**src/rtl/addsub_pkg.sv**
```systemverilog
// Shared definitions for the sequential sign-magnitude adder/subtractor:
// ALU opcodes and FSM state encoding.
package addsub_pkg;

  localparam logic [3:0] ADDPP = 4'b1000;
  localparam logic [3:0] ADDPN = 4'b1001;
  localparam logic [3:0] ADDNP = 4'b1010;
  localparam logic [3:0] ADDNN = 4'b1011;

  typedef enum logic [1:0] {
    ST_IDLE = 2'd0,
    ST_ADD  = 2'd1,
    ST_NORM = 2'd2,
    ST_DONE = 2'd3
  } state_t;

endpackage

```
**src/rtl/addsub_seq_chunk.sv**
```systemverilog
// Combinational CHUNK-bit adder slice with carry in/out; reused every
// ADD cycle by addsub_seq.
module addsub_chunk #(
  parameter int CHUNK = 8
) (
  input  logic [CHUNK-1:0] a,
  input  logic [CHUNK-1:0] b,
  input  logic             cin,
  output logic [CHUNK-1:0] s,
  output logic             cout
);

  assign {cout, s} = {1'b0, a} + {1'b0, b} + {{CHUNK{1'b0}}, cin};

endmodule

```
**src/rtl/addsub_seq.sv**
```systemverilog
// Sequential sign-magnitude adder/subtractor, CHUNK bits per cycle.
// Optional macro ADDSUB_SAT_EN: saturate C to all ones on overflow (default wraps).
//
// state | meaning
// IDLE  | waiting for start; operands captured as two's complement on start
// ADD   | one chunk of opA+opB+carry per cycle, NCHUNK cycles
// NORM  | convert two's complement sum to sign + magnitude, set flags
// DONE  | finish pulse for one cycle
module addsub_seq
  import addsub_pkg::*;
#(
  parameter int WIDTH = 32,
  parameter int CHUNK = 8
) (
  input  logic             clock,
  input  logic             reset,
  input  logic             start,
  input  logic [3:0]       control,
  input  logic [WIDTH-1:0] A,
  input  logic [WIDTH-1:0] B,
  output logic             busy,
  output logic             finish,
  output logic             sign,
  output logic             overflow,
  output logic             illegal,
  output logic [WIDTH-1:0] C
);

  localparam int W2     = WIDTH + 2;
  localparam int NCHUNK = (W2 + CHUNK - 1) / CHUNK;
  localparam int PW     = NCHUNK * CHUNK;
  localparam int CW     = (NCHUNK > 1) ? $clog2(NCHUNK) : 1;

  state_t            state_q, state_d;
  logic [PW-1:0]     op_a_q, op_a_d;
  logic [PW-1:0]     op_b_q, op_b_d;
  logic [W2-1:0]     sum_q, sum_d;
  logic              carry_q, carry_d;
  logic [CW-1:0]     cnt_q, cnt_d;
  logic              ill_op_q, ill_op_d;
  logic              sign_q, sign_d;
  logic              overflow_q, overflow_d;
  logic              illegal_q, illegal_d;
  logic [WIDTH-1:0]  c_q, c_d;

  logic [W2-1:0]     a_ext, b_ext, op_a_cap, op_b_cap;
  logic [CHUNK-1:0]  chunk_s;
  logic              chunk_cout;
  logic [W2-1:0]     sum_ins;
  logic [WIDTH:0]    mag;
  logic              sum_neg;
  int                shamt;

  addsub_chunk #(.CHUNK(CHUNK)) u_chunk (
    .a    (op_a_q[CHUNK-1:0]),
    .b    (op_b_q[CHUNK-1:0]),
    .cin  (carry_q),
    .s    (chunk_s),
    .cout (chunk_cout)
  );

  assign a_ext    = {2'b00, A};
  assign b_ext    = {2'b00, B};
  assign op_a_cap = control[1] ? (W2'(0) - a_ext) : a_ext;
  assign op_b_cap = control[0] ? (W2'(0) - b_ext) : b_ext;

  // cnt_q counts down, so the chunk being added is NCHUNK-1-cnt_q;
  // padding bits of the last chunk fall off the top of the sum.
  assign shamt   = ((NCHUNK - 1) - int'(cnt_q)) * CHUNK;
  assign sum_ins = W2'(PW'(chunk_s) << shamt);

  // |sum| < 2^(WIDTH+1), so the low WIDTH+1 bits are enough to negate.
  assign sum_neg = sum_q[W2-1];
  assign mag     = sum_neg ? (~sum_q[WIDTH:0] + (WIDTH+1)'(1)) : sum_q[WIDTH:0];

  always_comb begin
    state_d    = state_q;
    op_a_d     = op_a_q;
    op_b_d     = op_b_q;
    sum_d      = sum_q;
    carry_d    = carry_q;
    cnt_d      = cnt_q;
    ill_op_d   = ill_op_q;
    sign_d     = sign_q;
    overflow_d = overflow_q;
    illegal_d  = illegal_q;
    c_d        = c_q;
    case (state_q)
      ST_IDLE: begin
        if (start) begin
          op_a_d   = PW'(op_a_cap);
          op_b_d   = PW'(op_b_cap);
          sum_d    = '0;
          carry_d  = 1'b0;
          cnt_d    = CW'(NCHUNK - 1);
          ill_op_d = ~control[3];
          state_d  = ST_ADD;
        end
      end
      ST_ADD: begin
        op_a_d  = op_a_q >> CHUNK;
        op_b_d  = op_b_q >> CHUNK;
        sum_d   = sum_q | sum_ins;
        carry_d = chunk_cout;
        if (cnt_q == '0) begin
          state_d = ST_NORM;
        end else begin
          cnt_d = cnt_q - CW'(1);
        end
      end
      ST_NORM: begin
        illegal_d = ill_op_q;
        if (ill_op_q) begin
          sign_d     = 1'b0;
          overflow_d = 1'b0;
          c_d        = '0;
        end else begin
          sign_d     = sum_neg;
          overflow_d = mag[WIDTH];
`ifdef ADDSUB_SAT_EN
          c_d        = mag[WIDTH] ? {WIDTH{1'b1}} : mag[WIDTH-1:0];
`else
          c_d        = mag[WIDTH-1:0];
`endif
        end
        state_d = ST_DONE;
      end
      ST_DONE: state_d = ST_IDLE;
      default: state_d = ST_IDLE;
    endcase
  end

  always_ff @(posedge clock or negedge reset) begin
    if (!reset) begin
      state_q    <= ST_IDLE;
      op_a_q     <= '0;
      op_b_q     <= '0;
      sum_q      <= '0;
      carry_q    <= 1'b0;
      cnt_q      <= '0;
      ill_op_q   <= 1'b0;
      sign_q     <= 1'b0;
      overflow_q <= 1'b0;
      illegal_q  <= 1'b0;
      c_q        <= '0;
    end else begin
      state_q    <= state_d;
      op_a_q     <= op_a_d;
      op_b_q     <= op_b_d;
      sum_q      <= sum_d;
      carry_q    <= carry_d;
      cnt_q      <= cnt_d;
      ill_op_q   <= ill_op_d;
      sign_q     <= sign_d;
      overflow_q <= overflow_d;
      illegal_q  <= illegal_d;
      c_q        <= c_d;
    end
  end

  assign busy     = (state_q != ST_IDLE);
  assign finish   = (state_q == ST_DONE);
  assign sign     = sign_q;
  assign overflow = overflow_q;
  assign illegal  = illegal_q;
  assign C        = c_q;

endmodule

```
**config.mk**
```make
export PLATFORM = sky130hd
export DESIGN_NAME = addsub_seq
export DESIGN_NICKNAME = d
export VERILOG_FILES = /design/src/rtl/addsub_pkg.sv /design/src/rtl/addsub_seq_chunk.sv /design/src/rtl/addsub_seq.sv
export SDC_FILE = /design/constraint.sdc
export NUM_CORES = 1
export LEC_CHECK = 0
export CAP_MARGIN = 20
export CORE_ASPECT_RATIO = 1.25
export CORE_MARGIN = 2
export CORE_UTILIZATION = 50
export CTS_CLUSTER_DIAMETER = 40
export DETAILED_ROUTE_END_ITERATION = 10
export PLACE_DENSITY_LB_ADDON = 0.15
export SLEW_MARGIN = 10
export SYNTH_ARGS = -nofsm -noshare
export SYNTH_HDL_FRONTEND = slang
export SYNTH_SLANG_ARGS = --single-unit
```
**constraint.sdc**
```tcl
create_clock -name clock -period 5.49 [get_ports clock]
set_input_delay 0.8235 -clock clock [delete_from_list [all_inputs] [get_ports clock]]
set_output_delay 0.8235 -clock clock [all_outputs]
set_load 0.01 [all_outputs]
```
==> flow_summary.ini <==
[global_route]
grt_pass1_wl_mm = 32.4
grt-ovfl-total = 0
grt_use_total = 0.229
grt_antenna_before_repair = 0
grt_start_max_net_pins = 107
grt_pass1_vias = 6482

[job]
cap_violations = 0

[final_layout]
most_frequent_cells_in_the_layout = sky130_fd_sc_hd__dfrtp_1, sky130_fd_sc_hd__clkdlybuf4s50_1, sky130_fd_sc_hd__o21ai_0, sky130_fd_sc_hd__nand2_1
layout.cells.most_common = sky130_fd_sc_hd__dfrtp_1
area_growth_syn_to_layout_pct = 20.9
ff_latch_area_um2 = 3550
drive_above_1_share = 0.0646
fin_area_um2 = 9980
filler_cell_count = 1402
fin_nets = 1070
num_antenna_cells = 0
combined_area_of_the_multi_input_logic_cells_um2 = 4430

[floorplanning]
std_cell_rows = 52
fp.dieW_um = 119
core-area_um2 = 16200
die-area_um2 = 17600
dieHeight_um = 148
design.portCount = 108
initial_core_util = 0.510

[critical_path]
critPathMaxStageDelay_ns = 0.81
startpoint_type = input pin
critical_path.slowest_cell = sky130_fd_sc_hd__mux2_2
critical_path_required_ns = 5.80
cp.buffers_inverters = 2
critical_path_peak_fanout = 48
criticalPathCategory = in2reg
critPathTopFamily = buffers and inverters
r2r.worst_path.cells = 8
startpoint_of_the_most_critical_register_to_register_path = state_q[0]
r2r_end = op_a_q[27]
cp_data_arrival_time_ns = 3.79
crit_path_end_kind = flop
critPathLaunch = start
timing.reg2reg.setup_slack_ns = 2.16
cp_num_cells = 7
timing.critical_path.cells = clkdlybuf4s50_1, mux2_2, nand2b_1, buf_4, nor3b_1, a211oi_1, o311ai_0
worst_setup_path_endpoint = op_a_q[27]

[synthesis]
seq_area_frac_synth = 0.430
synth_flop_cell = sky130_fd_sc_hd__dfrtp_1
synth_edf_count = 0
synthesized_instance_count = 900
netlist-cell-type-count = 58
synth.ff_latch_count = 142
fraction_of_registers_with_async_set_reset = 1.00
post_synth_instance_area_um2 = 8260
synthesis.nets = 990
synth_area_per_cell_um2 = 9.17
synth_warnings = 0

[min_path]
holdCritPathClass = reg2reg

[clock_network]
cts.clk_slew.worst_paths_ns = 0.06
clock_buffer_count_from_cts = 17
cts.sink_count = 142
ctsHtreeMaxLevel = 4
tritoncts = built
clk-insertion-delay-late_ns = 0.43
max-clock-path-buffers = 2
quantity_of_hold_fixing_buffers_added_after_cts = 0
cts-root-buf = sky130_fd_sc_hd__clkbuf_16
post_cts_buffers = 0
postCtsResizedCells = 0

[placed_design]
gp_congestion = 0.842
place_area_um2 = 9450
count_of_port_buffers_added_during_placement = 106
place_hpwl_mm = 14.0

[timing]
setup_tns_ns = 0
fmax_achieved_mhz = 287
relSlewSlack = 0.264
layout_min_cycle_time_ns = 3.49
timing.final.crit_share = 0.635
tightestPinTransition_ns = 1.10
timing.final.setup_violations = 0
maxSlewViolCount = 0
skew_ns = 0.00771
unrepaired_setup_endpoints_after_global_routing = no
hold_viol_final = 0

[routing]
final_antenna_net_count = 0
postRouteWirelength_mm = 19.5
drcViolationCount = 0
drt_iter0_markers = 398
number_of_vias_per_cell = 5.79
drt_pass1_iterations = 5
routed_wire_length_per_instance_um = 16.2
vias = 6980

[power_and_ir_drop]
pwr_density_cell_nw_per_um2 = 532
static-leakage-power_nw = 4.24
peakVddDrop_uv = 264

[run_status]
status = complete, no violations
[synthesized netlist by cell type (all sizes together) (3+ instances only)]
cell type	instances	area, µm²
xor2	69	604
or2	8	50.1
buf	12	56.3
nor2b	4	25.0
a21o	8	60.1
o311ai	5	43.8
nand2b	5	31.3
o21a	5	37.5
o2bb2ai	19	166
o22ai	11	68.8
nand2	81	304
inv	23	86.3
a21oi	62	310
mux2i	16	160
nor4	9	77.6
xnor2	23	201
o41ai	15	146
nor3b	4	30.0
a31oi	13	81.3
nand3	10	55.1
and3	13	81.3
o21ai	96	480
ha	17	213
dfrtp	142	3550
nand3b	8	60.1
or4	14	128
nor3	18	95.1
nand4	4	25.0
o31ai	33	248
nor2	70	263
or3	16	100
a221o	3	30.0
clkbuf	41	154
[power by group]
group	switching [W]	leakage (nW)	internal [W]	total (W)
combinational	0.00160	2.14	0.000985	0.00258
clock	0.000415	0.259	0.000612	0.00103
sequential	0.000287	1.84	0.00142	0.00171
total	0.00230	4.24	0.00302	0.00532
[state kept, by name, summed over array words and instances, names as in the netlist]
name      cells
cnt_q         3
illegal       1
carry_q       1
ill_op_q      1
state_q       2
op_a_q       33
C            32
overflow      1
op_b_q       33
sum_q        34
sign          1
[worst min-delay path, cell delays in order, from the launching register on]
cell	delay [ns]
sky130_fd_sc_hd__dfrtp_1	0.33
sky130_fd_sc_hd__nand2_1	0.05
sky130_fd_sc_hd__o21ai_1	0.06
[final cells by class]
cell class              instances  share of cell area
well taps                     216              0.0271
repair buffers                114               0.112
clock buffers                  22              0.0485
clock inverters                 7             0.00401
multi-input cells             682               0.444
inverters                      23             0.00865
flip-flops and latches        142               0.356
[worst min path at each step]
stage | startpoint | slack (ns) | cells after the start | end
2_1_floorplan | op_b_q[15] | 0.44 | 2 | op_b_q[15]
6_report | op_b_q[17] | 0.48 | 2 | op_b_q[17]
3_3_place_gp | op_b_q[16] | 0.45 | 2 | op_b_q[16]
3_5_place_dp | op_a_q[30] | 0.47 | 2 | op_a_q[30]
5_1_grt | C[14] | 0.50 | 2 | C[14]
4_1_cts | op_b_q[17] | 0.48 | 2 | op_b_q[17]
[metal layers]
metal	part of all wire	routed length (µm)	track usage
met5	0	0	0
met4	0.028	538	0.105
met3	0.041	806	0.0309
met2	0.51	10000	0.392
met1	0.42	8160	0.289
[kinds of logic (layout without fill, tap and decap cells)]
| group | after synthesis | in the layout | synth area share |
|---|---|---|---|
| XOR/XNOR | 92 | 92 | 0.0976 |
| adder cells (fa/ha/maj) | 19 | 19 | 0.0306 |
| multiplexers | 18 | 18 | 0.0221 |
| AO/OA/AOI/OAI | 285 | 285 | 0.218 |
| buffers and inverters | 76 | 166 | 0.0359 |
| AND/OR/NAND/NOR | 268 | 268 | 0.166 |
| flip-flops | 142 | 142 | 0.430 |
[through the flow]
stage,total power [W],hold WS (ns),std cells,util,setup WS (ns)
after floorplan,0.00347,0.441,900,-,2.82
after global placement,0.00425,0.455,1176,0.583,1.54
after detailed placement,0.00429,0.466,1176,0.583,1.57
after CTS,0.00534,0.479,1205,0.616,2.02
after global routing,0.00575,0.498,1206,0.616,1.75
final,0.00532,0.476,1206,0.616,2.00
Note: power is estimated with default switching activity, not from simulation.
